### src/rtl/dmem_stream_pkg.sv
// Shared constants, FSM state and tagged-word layout for the data-memory streamer.
package dmem_stream_pkg;

   localparam int DEPTH   = 112;
   localparam int ROW_LEN = 16;
   localparam int ADDR_W  = 7;
   localparam int DATA_W  = 9;
   localparam int COL_W   = $clog2(ROW_LEN);
   localparam int ROW_W   = ADDR_W - COL_W;
   localparam int TAG_W   = 2 + ROW_W;

   typedef enum logic [1:0] {
      IDLE  = 2'd0,
      RUN   = 2'd1,
      DRAIN = 2'd2
   } state_t;

   typedef struct packed {
      logic              frame_last;
      logic              row_last;
      logic [ROW_W-1:0]  row_idx;
      logic [DATA_W-1:0] data;
   } tword_t;

   localparam int TWORD_W = $bits(tword_t);

   // Tag bits {frame_last, row_last, row_idx} for a memory address.
   function automatic logic [TAG_W-1:0] addr_tags(input logic [ADDR_W-1:0] addr);
      logic             fl;
      logic             rl;
      logic [ROW_W-1:0] ri;
      fl = (addr == ADDR_W'(DEPTH - 1));
      rl = (addr[COL_W-1:0] == COL_W'(ROW_LEN - 1));
      ri = addr[ADDR_W-1:COL_W];
      return {fl, rl, ri};
   endfunction

endpackage

### src/rtl/dmem_stream_fifo.sv
// Small synchronous FIFO with flush, exposing head and occupancy, plus its checker.
module stream_fifo #(
   parameter int WIDTH = 14,
   parameter int DEPTH = 4
) (
   input  logic                         clk,
   input  logic                         rst,
   input  logic                         flush,
   input  logic                         push,
   input  logic [WIDTH-1:0]             push_data,
   input  logic                         pop,
   output logic [WIDTH-1:0]             head,
   output logic [$clog2(DEPTH+1)-1:0]   count
);

   localparam int PW = (DEPTH > 1) ? $clog2(DEPTH) : 1;
   localparam int CW = $clog2(DEPTH + 1);

   logic [WIDTH-1:0] mem_r [DEPTH];
   logic [PW-1:0]    wr_ptr_r;
   logic [PW-1:0]    rd_ptr_r;
   logic [CW-1:0]    count_r;

   function automatic logic [PW-1:0] ptr_inc(input logic [PW-1:0] p);
      if (p == PW'(DEPTH - 1)) begin
         return {PW{1'b0}};
      end else begin
         return p + PW'(1);
      end
   endfunction

   // Storage write; contents need no reset since count gates visibility.
   always_ff @(posedge clk) begin
      if (push) begin
         mem_r[wr_ptr_r] <= push_data;
      end
   end

   // Pointer and occupancy update; flush wins over push and pop.
   always_ff @(posedge clk) begin
      if (!rst || flush) begin
         wr_ptr_r <= {PW{1'b0}};
         rd_ptr_r <= {PW{1'b0}};
         count_r  <= {CW{1'b0}};
      end else begin
         if (push) wr_ptr_r <= ptr_inc(wr_ptr_r);
         if (pop)  rd_ptr_r <= ptr_inc(rd_ptr_r);
         case ({push, pop})
            2'b10:   count_r <= count_r + CW'(1);
            2'b01:   count_r <= count_r - CW'(1);
            default: count_r <= count_r;
         endcase
      end
   end

   assign head  = mem_r[rd_ptr_r];
   assign count = count_r;

   stream_fifo_chk #(.DEPTH(DEPTH), .CW(CW)) u_chk (
      .clk   (clk),
      .rst   (rst),
      .flush (flush),
      .push  (push),
      .pop   (pop),
      .count (count_r)
   );

endmodule

module stream_fifo_chk #(
   parameter int DEPTH = 4,
   parameter int CW    = 3
) (
   input logic          clk,
   input logic          rst,
   input logic          flush,
   input logic          push,
   input logic          pop,
   input logic [CW-1:0] count
);

   a_no_overflow: assert property (@(posedge clk) disable iff (!rst || flush)
      !(push && !pop && count == CW'(DEPTH)))
      else $error("stream_fifo overflow");

   a_no_underflow: assert property (@(posedge clk) disable iff (!rst || flush)
      !(pop && count == CW'(0)))
      else $error("stream_fifo underflow");

endmodule

### src/rtl/dmem_stream.sv
// Streams one frame of the data memory (1-cycle read latency) onto a valid/ready port
// with row/frame tags; optional abort input under `DMEM_STREAM_ABORT_EN.
module dmem_stream
   import dmem_stream_pkg::*;
#(
   parameter int FIFO_DEPTH = 4
) (
   input  logic              clk,
   input  logic              rst,
   input  logic              start,
`ifdef DMEM_STREAM_ABORT_EN
   input  logic              abort,
`endif
   output logic              busy,
   output logic              done,
   output logic [ADDR_W-1:0] mem_addr,
   input  logic [DATA_W-1:0] mem_data,
   output logic [DATA_W-1:0] out_data,
   output logic              out_valid,
   input  logic              out_ready,
   output logic              out_row_last,
   output logic              out_frame_last,
   output logic [ROW_W-1:0]  out_row_idx
);

   localparam int CW = $clog2(FIFO_DEPTH + 1);

   state_t            state_r, state_nxt_s;
   logic [ADDR_W:0]   rd_ptr_r;
   logic [ADDR_W-1:0] mem_addr_r;
   logic              iss1_r, iss2_r;
   logic [TAG_W-1:0]  tag2_r;
   logic              done_r;
   logic [CW-1:0]     fifo_count_s;
   logic [CW:0]       used_s;
   tword_t            head_s;
   logic              abort_s, start_s, issue_s, can_issue_s;
   logic              out_valid_s, pop_s, push_s, last_pop_s;

`ifdef DMEM_STREAM_ABORT_EN
   assign abort_s = abort & (state_r != IDLE);
`else
   assign abort_s = 1'b0;
`endif

   // Credits: words queued plus words still in the memory pipeline.
   assign used_s      = (CW+1)'(fifo_count_s) + (CW+1)'(iss1_r) + (CW+1)'(iss2_r);
   assign can_issue_s = (used_s < (CW+1)'(FIFO_DEPTH));
   assign out_valid_s = (fifo_count_s != CW'(0));
   assign pop_s       = out_valid_s & out_ready;
   assign push_s      = iss2_r & ~abort_s;
   assign last_pop_s  = pop_s & head_s.frame_last;

   // Next-state and issue decision.
   always_comb begin
      state_nxt_s = state_r;
      start_s     = 1'b0;
      issue_s     = 1'b0;
      case (state_r)
         IDLE: begin
            if (start) begin
               state_nxt_s = RUN;
               start_s     = 1'b1;
            end else begin
               state_nxt_s = IDLE;
            end
         end
         RUN: begin
            if (abort_s) begin
               state_nxt_s = IDLE;
            end else if (can_issue_s) begin
               issue_s = 1'b1;
               if (rd_ptr_r == (ADDR_W+1)'(DEPTH - 1)) begin
                  state_nxt_s = DRAIN;
               end else begin
                  state_nxt_s = RUN;
               end
            end else begin
               state_nxt_s = RUN;
            end
         end
         DRAIN: begin
            if (abort_s || last_pop_s) begin
               state_nxt_s = IDLE;
            end else begin
               state_nxt_s = DRAIN;
            end
         end
         default: state_nxt_s = IDLE;
      endcase
   end

   // State register.
   always_ff @(posedge clk) begin
      if (!rst) state_r <= IDLE;
      else      state_r <= state_nxt_s;
   end

   // Address issue stage; mem_addr holds whenever nothing is issued.
   always_ff @(posedge clk) begin
      if (!rst) begin
         rd_ptr_r   <= {(ADDR_W+1){1'b0}};
         mem_addr_r <= {ADDR_W{1'b0}};
         iss1_r     <= 1'b0;
      end else if (start_s) begin
         rd_ptr_r   <= (ADDR_W+1)'(1);
         mem_addr_r <= {ADDR_W{1'b0}};
         iss1_r     <= 1'b1;
      end else if (issue_s) begin
         rd_ptr_r   <= rd_ptr_r + (ADDR_W+1)'(1);
         mem_addr_r <= rd_ptr_r[ADDR_W-1:0];
         iss1_r     <= 1'b1;
      end else begin
         iss1_r     <= 1'b0;
      end
   end

   // Memory-latency stage: tags travel with the word the memory is reading now.
   always_ff @(posedge clk) begin
      if (!rst) begin
         iss2_r <= 1'b0;
         tag2_r <= {TAG_W{1'b0}};
      end else begin
         iss2_r <= iss1_r & ~abort_s;
         tag2_r <= addr_tags(mem_addr_r);
      end
   end

   // Completion pulse for the cycle after the frame-last handshake.
   always_ff @(posedge clk) begin
      if (!rst) done_r <= 1'b0;
      else      done_r <= last_pop_s & ~abort_s;
   end

   stream_fifo #(.WIDTH(TWORD_W), .DEPTH(FIFO_DEPTH)) u_fifo (
      .clk       (clk),
      .rst       (rst),
      .flush     (abort_s),
      .push      (push_s),
      .push_data ({tag2_r, mem_data}),
      .pop       (pop_s),
      .head      (head_s),
      .count     (fifo_count_s)
   );

   assign busy           = (state_r != IDLE);
   assign done           = done_r;
   assign mem_addr       = mem_addr_r;
   assign out_valid      = out_valid_s;
   assign out_data       = out_valid_s ? head_s.data : {DATA_W{1'b0}};
   assign out_row_last   = out_valid_s & head_s.row_last;
   assign out_frame_last = out_valid_s & head_s.frame_last;
   assign out_row_idx    = out_valid_s ? head_s.row_idx : {ROW_W{1'b0}};

endmodule
### config.mk
export PLATFORM = sky130hd
export DESIGN_NAME = dmem_stream
export DESIGN_NICKNAME = d
export VERILOG_FILES = /design/src/rtl/dmem_stream_pkg.sv /design/src/rtl/dmem_stream_fifo.sv /design/src/rtl/dmem_stream.sv
export SDC_FILE = /design/constraint.sdc
export NUM_CORES = 1
export LEC_CHECK = 0
export ABC_AREA = 1
export ABC_CLOCK_PERIOD_IN_PS = 3500
export BUFFER_PORTS_ARGS = -buffer_cell sky130_fd_sc_hd__buf_2
export CAP_MARGIN = 0
export CORE_UTILIZATION = 50
export DETAILED_ROUTE_END_ITERATION = 10
export PLACE_DENSITY = 0.65
export SKIP_LAST_GASP = 1
export SLEW_MARGIN = 25
export SYNTH_ARGS = -nofsm -noshare
export SYNTH_HDL_FRONTEND = slang
export SYNTH_HIERARCHICAL = 1
export SYNTH_SLANG_ARGS = --single-unit
### constraint.sdc
create_clock -name clk -period 3.5 [get_ports clk]
set_clock_uncertainty 0.1 [all_clocks]
set_input_delay 0.35 -clock clk [delete_from_list [all_inputs] [get_ports clk]]
set_output_delay 0.35 -clock clk [all_outputs]
set_load 0.01 [all_outputs]
---- Yosys cells after proc, flatten, opt, wreduce, memory -nomap -nowiden ----
Memories as Yosys holds them, arrays and structs flattened. A register that Yosys moved wholly into a read port is not among the register bits.
Index checks and enable logic that the tools add are counted.
W data, S select, Z words.
operators by class
  reduce and logical (&&, ||, !) cells .... 6
  bitwise gates (word level) .............. 5
  order comparisons ....................... 1
  multiplexer cells ....................... 22
  $add $sub $neg .......................... 7
  equality and inequality tests ........... 9
operator list
  cell                   count
  $mux W2                7
  $mux W1                11
  $mux W9                1
  $add A8 B1 Y8 const B  1
  $eq A2 B2 Y1 const B   4
  $eq A8 B7 Y1 const B   1
  $eq A7 B7 Y1 const B   1
  $pmux W2 S3            1
  $pmux W3 S2            1
  $reduce_bool A2 Y1     3
  $add A2 B1 Y2 const B  2
  $add A3 B1 Y4          1
  $add A4 B1 Y4          1
  $and A1 B1 Y1          4
  $eq A2 B1 Y1 const B   2
  $eq A4 B4 Y1 const B   1
  $lt A4 B3 Y1 const B   1
  $add A3 B1 Y3 const B  1
  $mux W3                1
  $reduce_bool A3 Y1     1
  $sub A3 B1 Y3 const B  1
  $logic_not A2 Y1       1
  $reduce_or A2 Y1       1
  $not A1 Y1             1
word-level totals
  memories ................................ 1
  output and inout bits ................... 24
  bits in writable memories ............... 56
  flip-flop bits (word level) ............. 32
memories
  memory        depth  bits a word  read ports  clocked after memory_dff  write ports  RTL line                text
  u_fifo.mem_r  4      14           1           1                         1            dmem_stream_fifo.sv:19  logic [WIDTH-1:0] mem_r [DEPTH];

---- Depth between registers and ports, before layout ----
Gate-level depths: netlist of run 1.
  depth in word-level cells ............... 7
  gate-level depth with buffers ........... 11
  gate-level depth less buffers ........... 11

---- Cells and area by module ----
Netlist of run 1, hierarchy kept.
modules (own cells, without submodules)
  module       times used  cells each  sequential area each (um^2)  area an instance (um^2)
  stream_fifo  1           194         1861.8                       2547.4
  dmem_stream  1           182         500.5                        1207.4

---- Worst setup path after synthesis of run 1 ----
No wires, ideal clock.
  path type ............................... reg2reg
  start ................................... reg u_fifo.count_r[0] (netlist: u_fifo/count[0])
  end ..................................... reg u_fifo.count_r[2] (netlist: u_fifo/count[2])
  data required time ...................... 3.336 ns
  buffers on the path ..................... 0
  slack ................................... 1.623 ns
  clock period less this slack ............ 1.877 ns
  cell stages (with the launch flop) ...... 12
  arrival ................................. 1.713 ns
  cells stage by stage .................... dfxtp_1 > nor2_1 > nand2_1 > inv_1 > nor2_1 > ha_1 > fa_1 > nand2_1 > nand2_1 > nor2_1 > nor2_1 > nor2_1
between the ends
  longest elaborated chain between the ends .. 4
  elaborated cells on any way between the ends .. 8
RTL lines
  what                                               RTL line                text
  start: declaration                                 dmem_stream_fifo.sv:22  logic [CW-1:0] count_r;
  start signal: assignment                           dmem_stream_fifo.sv:44  count_r <= {CW{1'b0}};
  start signal: assignment                           dmem_stream_fifo.sv:49  2'b10: count_r <= count_r + CW'(1);
  start signal: assignment                           dmem_stream_fifo.sv:50  2'b01: count_r <= count_r - CW'(1);
  $reduce_bool A3 Y1 (*)                             dmem_stream.sv:49       assign out_valid_s = (fifo_count_s != CW'(0));
  via out_valid                                      dmem_stream.sv:19       output logic out_valid,
  $and A1 B1 Y1 (*)                                  dmem_stream.sv:50       assign pop_s = out_valid_s & out_ready;
  via pop_s                                          dmem_stream.sv:38       logic out_valid_s, pop_s, push_s, last_pop_s;
  $eq A2 B1 Y1 or $eq A2 B2 Y1 (tied branches)       dmem_stream_fifo.sv:48  case ({push, pop})
  $pmux W3 S2 or $reduce_bool A2 Y1 (tied branches)  n/a
Mark *: on every way through the listed nets, which the timed path passes. The rest lies on a longest branch.
A chain may end at the register's enable or synchronous reset.

---- Worst setup path after layout of run 1 ----
  start ................................... reg u_fifo.count_r[0] (netlist: u_fifo/count[0])
  end ..................................... reg u_fifo.count_r[2] (netlist: u_fifo/count[2])
between the ends
  longest elaborated chain between the ends .. 4
  elaborated cells on any way between the ends .. 8
RTL lines
  what                                               RTL line
  $reduce_bool A3 Y1 (*)                             dmem_stream.sv:49
  $and A1 B1 Y1 (*)                                  dmem_stream.sv:50
  via pop_s                                          dmem_stream.sv:38
  $eq A2 B1 Y1 or $eq A2 B2 Y1 (tied branches)       dmem_stream_fifo.sv:48
  $pmux W3 S2 or $reduce_bool A2 Y1 (tied branches)  n/a
Marks and branches as above.

==> results.txt, run 1 <==
Die ar.: 7860 um^2
core box area: 7250 um^2
Leak: 1.71 nW
CTS Buf Count: 9
Max Root-Sink Buffers: 2
Critical Setup Path Class: reg -> reg
post-layout minimum cycle time: 2.40 ns
MaxCap Viol Count: 0
Main synth FF type: edfxtp_1
mapped cell area: 3750 um^2
Worst Path Arrival: 2.59 ns
first-pass GRT wire length: 11300 um
final setup vio count: 0
fin crit share: 68.7%
PortBufs: 36
Post-Layout Inst Area: 4170 um^2
post-detail-place hpwl: 4410 um
largest net degree at the start of global routing: 30
Synth Area per Inst: 9.99 um^2
Fillers: 663
Post-route DRC: 0
io pins: 37
final global-route overflow total: 0
area grow syn2layout: 11.0%
worst slew pin tran: 0.723 ns
initial antenna violation count: 0
via count of the routed design: 2578
DR vias/cell: 4.99
CP required: 3.69 ns
Async SR Flop Fraction: 0%
post-DR wirelength/cell: 13.5 um
setup_tns: 0 ns
Netlist cell types: 30
area of the multi-input gates: 1100 um^2
root buffer cell: clkbuf_8
Hold WC Path Type: in -> reg
CTS tree: done
vias in the first global route: 2332
die span in y: 88.7 um
number of synthesized flops with an enable pin: 56
Worst setup SP type: flop
Pwr per Cell Area: 470 nW/um^2
# diodes: 0
Nets: 435
CP endpoint kind: flop
largest vdd supply drop: 0.000214 V
final hold violation count: 0
Relative slew margins: 51.7%
most common library cell in the layout ignoring fill and taps: nor2_1
cts hold-fix bufs: 0
RSZ-0062 raised after global routing: false
post-place instance area: 3970 um^2
run status: finished clean
f_max: 416 MHz
Cells after Synth: 376
YS warnings: 6
Worst Path Max Fanout: 15
DRT iter0 DRCs: 98
cells resized by post-CTS repair: 0
clk_lat worst skew: 0.35 ns
All-Layer GR Usage: 19.6%
final wirelength: 6970 um
H-Tree Depth: 3
share of the synthesized area in the top cell type: 44.8%
post-synthesis sequential area ratio: 62.9%
drt first pass iters: 4
# Post-CTS Setup Buffers: 0
Area contributors post-synth: edfxtp_1 (45%), dfxtp_1 (18%), nor2_1 (7.2%)
Slew Viols, Final: 0
Synth area leader: edfxtp_1
share of post-route cells with drive strength above 1: 15.1%
flip-flop and latch area: 2360 um^2
Reg clk slew, reported paths: 0.09 ns
most frequent cells in the layout: nor2_1 (72), edfxtp_1 (56), nand2_1 (52)
die width: 88.7 um
Routed Antenna Nets: 0
Mapped Nets: 398
CTS Sinks: 90
Yosys reg bits: 90
FP Rows: 31
routability cong.: 0.775
initial core utilization: 51.8%
[Yosys cell counts (all sizes together) (3+ instances only)]
library cell  number
a21oi             16
buf                8
clkbuf             3
dfxtp             34
edfxtp            56
ha                 8
inv               51
nand2             55
nand3             10
nor2              73
o21ai             36
o22ai             14
xor2               3
[logic make-up after synthesis]
group | Yosys count | share of synthesized area, %
AND/OR/NAND/NOR | 144 | 15.5
flip-flops | 90 | 62.9
AO/OA/AOI/OAI | 66 | 9.66
buffers and inverters | 62 | 7.70
adder cells (fa/ha/maj) | 9 | 3.20
XOR/XNOR | 4 | 0.933
other | 1 | 0.0999
[layer usage]
layer  share of wire, %  vias up  track usage [%]
li1                   -     1310                -
met3                4.1        8             4.66
met4                1.1        0             6.60
met5                  0        -                0
met1                 46     1194             24.4
met2                 49       66             33.6
[worst max-delay path, cell delays in order (launching register included)]
cell and delay [ns]:
dfxtp_1 0.37, nor2_1 0.10, nand2_1 0.08, inv_1 0.42, nor2_1 0.18, ha_1 0.29, fa_1 0.43, nand2_1 0.11
nand2_1 0.05, nor2_1 0.08, nor2_1 0.04, nor2_1 0.09
[per-stage QoR]
stage	util, %	total power [W]	worst slack [ns]	hold WS (ns)	cells
final	57.5	0.00196	1.10	0.109	517
after global routing	57.5	0.00204	0.857	0.0920	517
after CTS	57.5	0.00198	1.07	0.0985	517
after detailed placement	54.7	0.00128	1.12	0.318	501
after global placement	54.7	0.00128	1.25	0.318	501
after floorplan	-	0.00125	1.62	0.307	376
[worst paths after layout]
path	cells past startpoint	to	startpoint	slack (ns)
setup / recovery	11	u_fifo/count[2]	u_fifo/count[0]	1.10
hold / removal	1	u_fifo/mem_r[3][4]	mem_data[4]	0.11
setup reg to reg	11	u_fifo/count[2]	u_fifo/count[0]	1.10
hold reg to reg	2	iss2_r	iss1_r	0.33
[registers in the layout, indices dropped and copies added, names as in the netlist, named ones only]
name	flops
done	1
iss1_r	1
iss2_r	1
mem_addr	7
rd_ptr_r	8
state_r	2
tag2_r	5
u_fifo/count	3
u_fifo/mem_r	56
u_fifo/rd_ptr_r	2
u_fifo/wr_ptr_r	2
[power by group]
part	leakage [nW]	switching, W	total [W]	internal, W
clock	0.0962	0.000370	0.000705	0.000335
combinational	0.827	0.0000690	0.000103	0.0000339
sequential	0.788	0.0000119	0.00115	0.00114
total	1.71	0.000451	0.00196	0.00151
[area by class of cell]
type	count	share of cell area, %
clock buffer	9	2.97
clock inverter	7	1.83
multi-input combinational	224	26.5
timing repair buffer	37	4.50
tap	99	2.97
sequential	90	56.7
inverter	51	4.59
(Power assumes the default switching activity.)
==> inputs of run 2 (changes only) <==
- ABC_CLOCK_PERIOD_IN_PS: 3500 -> 2170
- PLACE_DENSITY: 0.65 -> 0.68
- clock period: 3.5 -> 2.17 ns (I/O delays scaled with it)
==> results.txt, run 2 (synthesis gave the netlist of run 1 again) <==
Seq pwr share: 60.5% (was 58.8%)
DRT iter0 DRCs: 98 (unchanged)
Pint: 0.00241 W (was 0.00151 W)
post-detail-place hpwl: 4530 um (was 4410 um)
MaxCap Viol Count: 0 (unchanged)
combinational share of power: 5.9% (was 5.3%)
flop-to-flop setup slack: 0.25 ns (was 1.10 ns)
first-pass GRT wire length: 11000 um (was 11300 um)
CP endpoint kind: output port (was flop)
most flop-heavy register: u_fifo/mem_r (unchanged)
worst flop-to-flop path startpoint: u_fifo/count[0] (unchanged)
Critical Setup Path Class: reg -> out (was reg -> reg)
Worst setup endpoint: out_frame_last (was u_fifo/count[2])
Fillers: 632 (was 663)
PortBufs: 36 (unchanged)
DR vias/cell: 4.93 (was 4.99)
post-DR wirelength/cell: 12.9 um (was 13.5 um)
final global-route overflow total: 0 (unchanged)
Worst Path Max Fanout: 12 (was 15)
root buffer cell: clkbuf_8 (unchanged)
# Post-CTS Setup Buffers: 0 (unchanged)
setup_tns: 0 ns (unchanged)
post-layout minimum cycle time: 1.97 ns
initial antenna violation count: 0 (unchanged)
vias in the first global route: 2389 (was 2332)
io pins: 37 (unchanged)
die width: 88.7 um (unchanged)
initial core utilization: 51.8% (unchanged)
hold slack: 0.0574 ns (was 0.109 ns)
share of post-route cells with drive strength above 1: 15.6% (was 15.1%)
reg2reg path depth: 8 (was 11)
die span in y: 88.7 um (unchanged)
clock network power share: 33.6% (was 35.9%)
Post-route DRC: 0 (unchanged)
post-place instance area: 4030 um^2 (was 3970 um^2)
Pwr per Cell Area: 715 nW/um^2 (was 470 nW/um^2)
Reg clk slew, reported paths: 0.08 ns (was 0.09 ns)
Max Root-Sink Buffers: 2 (unchanged)
NetSw: 0.000662 W (was 0.000451 W)
CTS tree: done (unchanged)
CTS Sinks: 90 (unchanged)
Routed Antenna Nets: 0 (unchanged)
drt first pass iters: 4 (unchanged)
All-Layer GR Usage: 19.1% (was 19.6%)
final wirelength: 6910 um (was 6970 um)
Post-Layout Inst Area: 4300 um^2 (was 4170 um^2)
f_max: 507 MHz
most common library cell in the layout ignoring fill and taps: nor2_1 (unchanged)
Die ar.: 7860 um^2 (unchanged)
Leak: 1.79 nW (was 1.71 nW)
FP Rows: 31 (unchanged)
Sw Ratio: 21.5% (was 23.0%)
FF-to-FF End: u_fifo/count[1] (was u_fifo/count[2])
flip-flop and latch area: 2360 um^2 (about the same)
CTS Buf Count: 9 (unchanged)
total power: 0.00307 W (was 0.00196 W)
run status: finished clean (unchanged)
Nets: 452 (was 435)
Worst Path Arrival: 1.66 ns (was 2.59 ns)
placed insts: 509 (was 501)
final setup vio count: 0 (unchanged)
hold path startpoint: rst (was mem_data[4])
number of flip-flops in the largest register: 56 (unchanged)
clk_lat worst skew: 0.34 ns (was 0.35 ns)
largest vdd supply drop: 0.000415 V (was 0.000214 V)
Hold WC Path Type: in -> reg (unchanged)
via count of the routed design: 2635 (was 2578)
fin crit share: 90.9%
core box area: 7250 um^2 (unchanged)
largest net degree at the start of global routing: 29 (was 30)
# diodes: 0 (unchanged)
Worst setup SP type: flop (unchanged)
CP required: 1.85 ns (was 3.69 ns)
H-Tree Depth: 3 (unchanged)
non-filler instance count after layout: 534 (was 517)
most frequent cells in the layout: nor2_1 (72), edfxtp_1 (56), nand2_1 (52) (unchanged)
routability cong.: 0.829 (was 0.775)
area grow syn2layout: 14.6% (was 11.0%)
Slew Viols, Final: 0 (unchanged)
RSZ-0062 raised after global routing: false (unchanged)
final hold violation count: 0 (unchanged)
area of the multi-input gates: 1100 um^2 (unchanged)
==> run 2: cell count changes in the layout (fill, tap and decap cells not counted), sizes merged <==
cell and change:
dlygate4sd3 +9, buf +8, clkbuf +7, clkinv -2, clkinvlp -2, inv -2, bufinv -1
==> run 2: layout make-up <==
type / count / area share [%]
multi-input cells: 224 / 25.7
inverters: 51 / 4.57
clock buffers: 16 / 4.07
well taps: 99 / 2.88
flip-flops and latches: 90 / 55.0
repair buffers: 54 / 7.85
==> run 2: repair_timing <==
| item | 4_1_cts | 5_1_grt |
|---|---|---|
| endpoints found under the setup margin | 1 | 12 |
| pin swaps | 0 | 0 |
| hold buffers | 9 | 0 |
| hold endpoints to repair | 36 | 0 |
| resized for setup | 1 | 3 |
==> run 2: critical path, cell delays in order (launching register included) <==
cell     delay (ns)
dfxtp_2        0.47
buf_4          0.22
nor2_1         0.06
o22ai_1        0.26
inv_1          0.07
nor2_1         0.10
buf_2          0.13
==> run 2: worst min-delay path by stage <==
stage	endpoint	slack (ns)	depth (start not counted)
global route	done	0.06	3
finish	tag2_r[1]	0.06	3
detailed placement	u_fifo/mem_r[2][6]	0.34	1
CTS	done	0.04	3
floorplan	iss2_r	0.21	2
global placement	u_fifo/mem_r[0][6]	0.33	1
==> run 2: per-layer routing <==
layer | share of wire [%] | vias to the layer above | routed length, um | track usage [%]
li1 | - | 1345 | - | -
met2 | 47 | 63 | 3280 | 32.3
met5 | 0 | - | 0 | 0
met1 | 46 | 1219 | 3210 | 23.7
met3 | 4.8 | 8 | 332 | 3.64
met4 | 1.3 | 0 | 89 | 8.80
==> run 2: stage by stage <==
step	setup slack, ns	utilization, %
4_1_cts	0.0298	59.2
3_3_place_gp	0.367	55.5
3_5_place_dp	0.277	55.5
2_1_floorplan	0.293	-
5_1_grt	0.0474	59.3
6_report	0.197	59.3
==> run 2: power by group through the flow <==
stage | Sequential, W | Combinational (W) | Clock, W
CTS | 0.00186 | 0.000182 | 0.00106
global route | 0.00186 | 0.000205 | 0.00113
global placement | 0.00190 | 0.000167 | 0
finish | 0.00186 | 0.000180 | 0.00103
detailed placement | 0.00190 | 0.000170 | 0
floorplan | 0.00190 | 0.000112 | 0
==> inputs of run 3 (changes only) <==
- BUFFER_PORTS_ARGS: -buffer_cell sky130_fd_sc_hd__buf_2 -> -buffer_cell sky130_fd_sc_hd__buf_4
==> results.txt, run 3 (synthesis gave the netlist of run 1 again) <==
run status: finished clean (unchanged)
die width: 88.7 um (unchanged)
initial core utilization: 51.8% (unchanged)
clk_lat worst skew: 0.35 ns (was 0.34 ns)
drt first pass iters: 5 (was 4)
Leak: 1.80 nW (was 1.79 nW)
final global-route overflow total: 0 (unchanged)
share of post-route cells with drive strength above 1: 16.6% (was 15.6%)
largest net degree at the start of global routing: 29 (unchanged)
most flop-heavy register: u_fifo/mem_r (unchanged)
final hold violation count: 0 (unchanged)
slowest cell on the critical path: dfxtp_1 (was dfxtp_2)
via count of the routed design: 2636 (was 2635)
CTS tree: done (unchanged)
initial antenna violation count: 0 (unchanged)
most frequent cells in the layout: nor2_1 (72), edfxtp_1 (56), nand2_1 (52) (unchanged)
post-layout minimum cycle time: 2.07 ns (was 1.97 ns)
Worst setup SP type: flop (unchanged)
Critical Setup Path Class: reg -> out (unchanged)
fin crit share: 95.4% (was 90.9%)
final setup vio count: 0 (unchanged)
largest vdd supply drop: 0.000381 V (was 0.000415 V)
CP required: 1.85 ns (about the same)
PortBufs: 36 (unchanged)
root buffer cell: clkbuf_8 (unchanged)
die span in y: 88.7 um (unchanged)
first-pass GRT wire length: 11300 um (was 11000 um)
DR vias/cell: 4.94 (was 4.93)
Crit path max-delay family: buffers and inverters (was flip-flops)
Die ar.: 7860 um^2 (unchanged)
hold path cells: 3 (unchanged)
CTS Buf Count: 9 (unchanged)
area grow syn2layout: 17.1% (was 14.6%)
number of flip-flops in the largest register: 56 (unchanged)
vias in the first global route: 2470 (was 2389)
crit path cell chain: buf_4 -> o21ai_0 -> o22ai_1 -> inv_1 -> nor2_1 -> buf_4 (was buf_4 -> nor2_1 -> o22ai_1 -> inv_1 -> nor2_1 -> buf_2)
# diodes: 0 (unchanged)
routability cong.: 0.841 (was 0.829)
most common library cell in the layout ignoring fill and taps: nor2_1 (unchanged)
DRT iter0 DRCs: 152 (was 98)
Routed Antenna Nets: 0 (unchanged)
Hold WC Path Type: in -> reg (unchanged)
Worst Path Max Fanout: 18 (was 12)
RSZ-0062 raised after global routing: true (was false)
core box area: 7250 um^2 (unchanged)
io pins: 37 (unchanged)
f_max: 483 MHz (was 507 MHz)
area of the multi-input gates: 1100 um^2 (unchanged)
All-Layer GR Usage: 19.4% (was 19.1%)
Slew Viols, Final: 0 (unchanged)
reg2reg path depth: 11 (was 8)
Post-route DRC: 0 (unchanged)
Fillers: 622 (was 632)
setup_tns: 0 ns (unchanged)
most numerous cell on the critical path: buf_4 (was nor2_1)
total power: 0.00311 W (was 0.00307 W)
final wirelength: 6940 um (was 6910 um)
post-DR wirelength/cell: 13.0 um (was 12.9 um)
CP bufs+invs: 3 (unchanged)
Max Root-Sink Buffers: 2 (unchanged)
post-detail-place hpwl: 4570 um (was 4530 um)
FP Rows: 31 (unchanged)
CP max stage delay: 0.42 ns (was 0.47 ns)
flop-to-flop setup slack: 0.27 ns (was 0.25 ns)
Reg clk slew, reported paths: 0.10 ns (was 0.08 ns)
Levels on crit path: 6 (unchanged)
Pwr per Cell Area: 708 nW/um^2 (was 715 nW/um^2)
MaxCap Viol Count: 0 (unchanged)
CP endpoint kind: output port (unchanged)
H-Tree Depth: 3 (unchanged)
pre-CTS setup slack: 0.273 ns (was 0.277 ns)
Nets: 452 (unchanged)
flip-flop and latch area: 2360 um^2 (about the same)
setup ws final: 0.0991 ns (was 0.197 ns)
Worst Path Arrival: 1.75 ns (was 1.66 ns)
CTS Sinks: 90 (unchanged)
-- run 3: cell type report --
| cell class | instances | area share (%) |
|---|---|---|
| multi-input cells | 224 | 25.1 |
| flip-flops and latches | 90 | 53.8 |
| clock buffers | 9 | 2.82 |
| well taps | 99 | 2.82 |
| inverters | 51 | 4.47 |
| clock inverters | 7 | 1.31 |
| repair buffers | 54 | 9.73 |
-- run 3: per-layer routing --
metal | GRT usage, % | part of all wire, %
met4 | 7.92 | 0.74
met3 | 3.73 | 3.9
met2 | 33.0 | 50
met5 | 0 | 0
met1 | 24.3 | 46
-- run 3: tightest hold or removal path, stage by stage --
cell and delay [ns]:
buf_4 0.13, nand2_1 0.06, inv_1 0.05
-- run 3: what timing repair did --
item,CTS,global route
buffers inserted,0,0
gates resized for setup,2,2
hold endpoints to repair,36,0
hold buffers,9,0
gates cloned,0,0
endpoints found under the setup margin,1,2
-- run 3: worst paths after layout --
kind,end,start
worst max-delay path,out_frame_last,flop
worst min-delay path,tag2_r[1],rst
worst max register to register,u_fifo/count[2],u_fifo/count[0]
worst min register to register,iss2_r,iss1_r
-- run 3: stage by stage --
| step | util (%) | hold WS (ns) | instance area [um^2] | cells |
|---|---|---|---|---|
| 2_1_floorplan | - | 0.215 | 3750 | 376 |
| 3_3_place_gp | 56.8 | 0.320 | 4120 | 509 |
| 3_5_place_dp | 56.8 | 0.322 | 4120 | 509 |
| 4_1_cts | 60.6 | 0.0157 | 4390 | 534 |
| 5_1_grt | 60.6 | 0.0315 | 4400 | 534 |
| 6_report | 60.6 | 0.0297 | 4400 | 534 |
-- run 3: where the power goes --
part / total, W / internal, W / switching [W]
clock: 0.00105 / 0.000437 / 0.000618
sequential: 0.00186 / 0.00184 / 0.0000207
combinational: 0.000196 / 0.0000829 / 0.000114
total: 0.00311 / 0.00236 / 0.000752
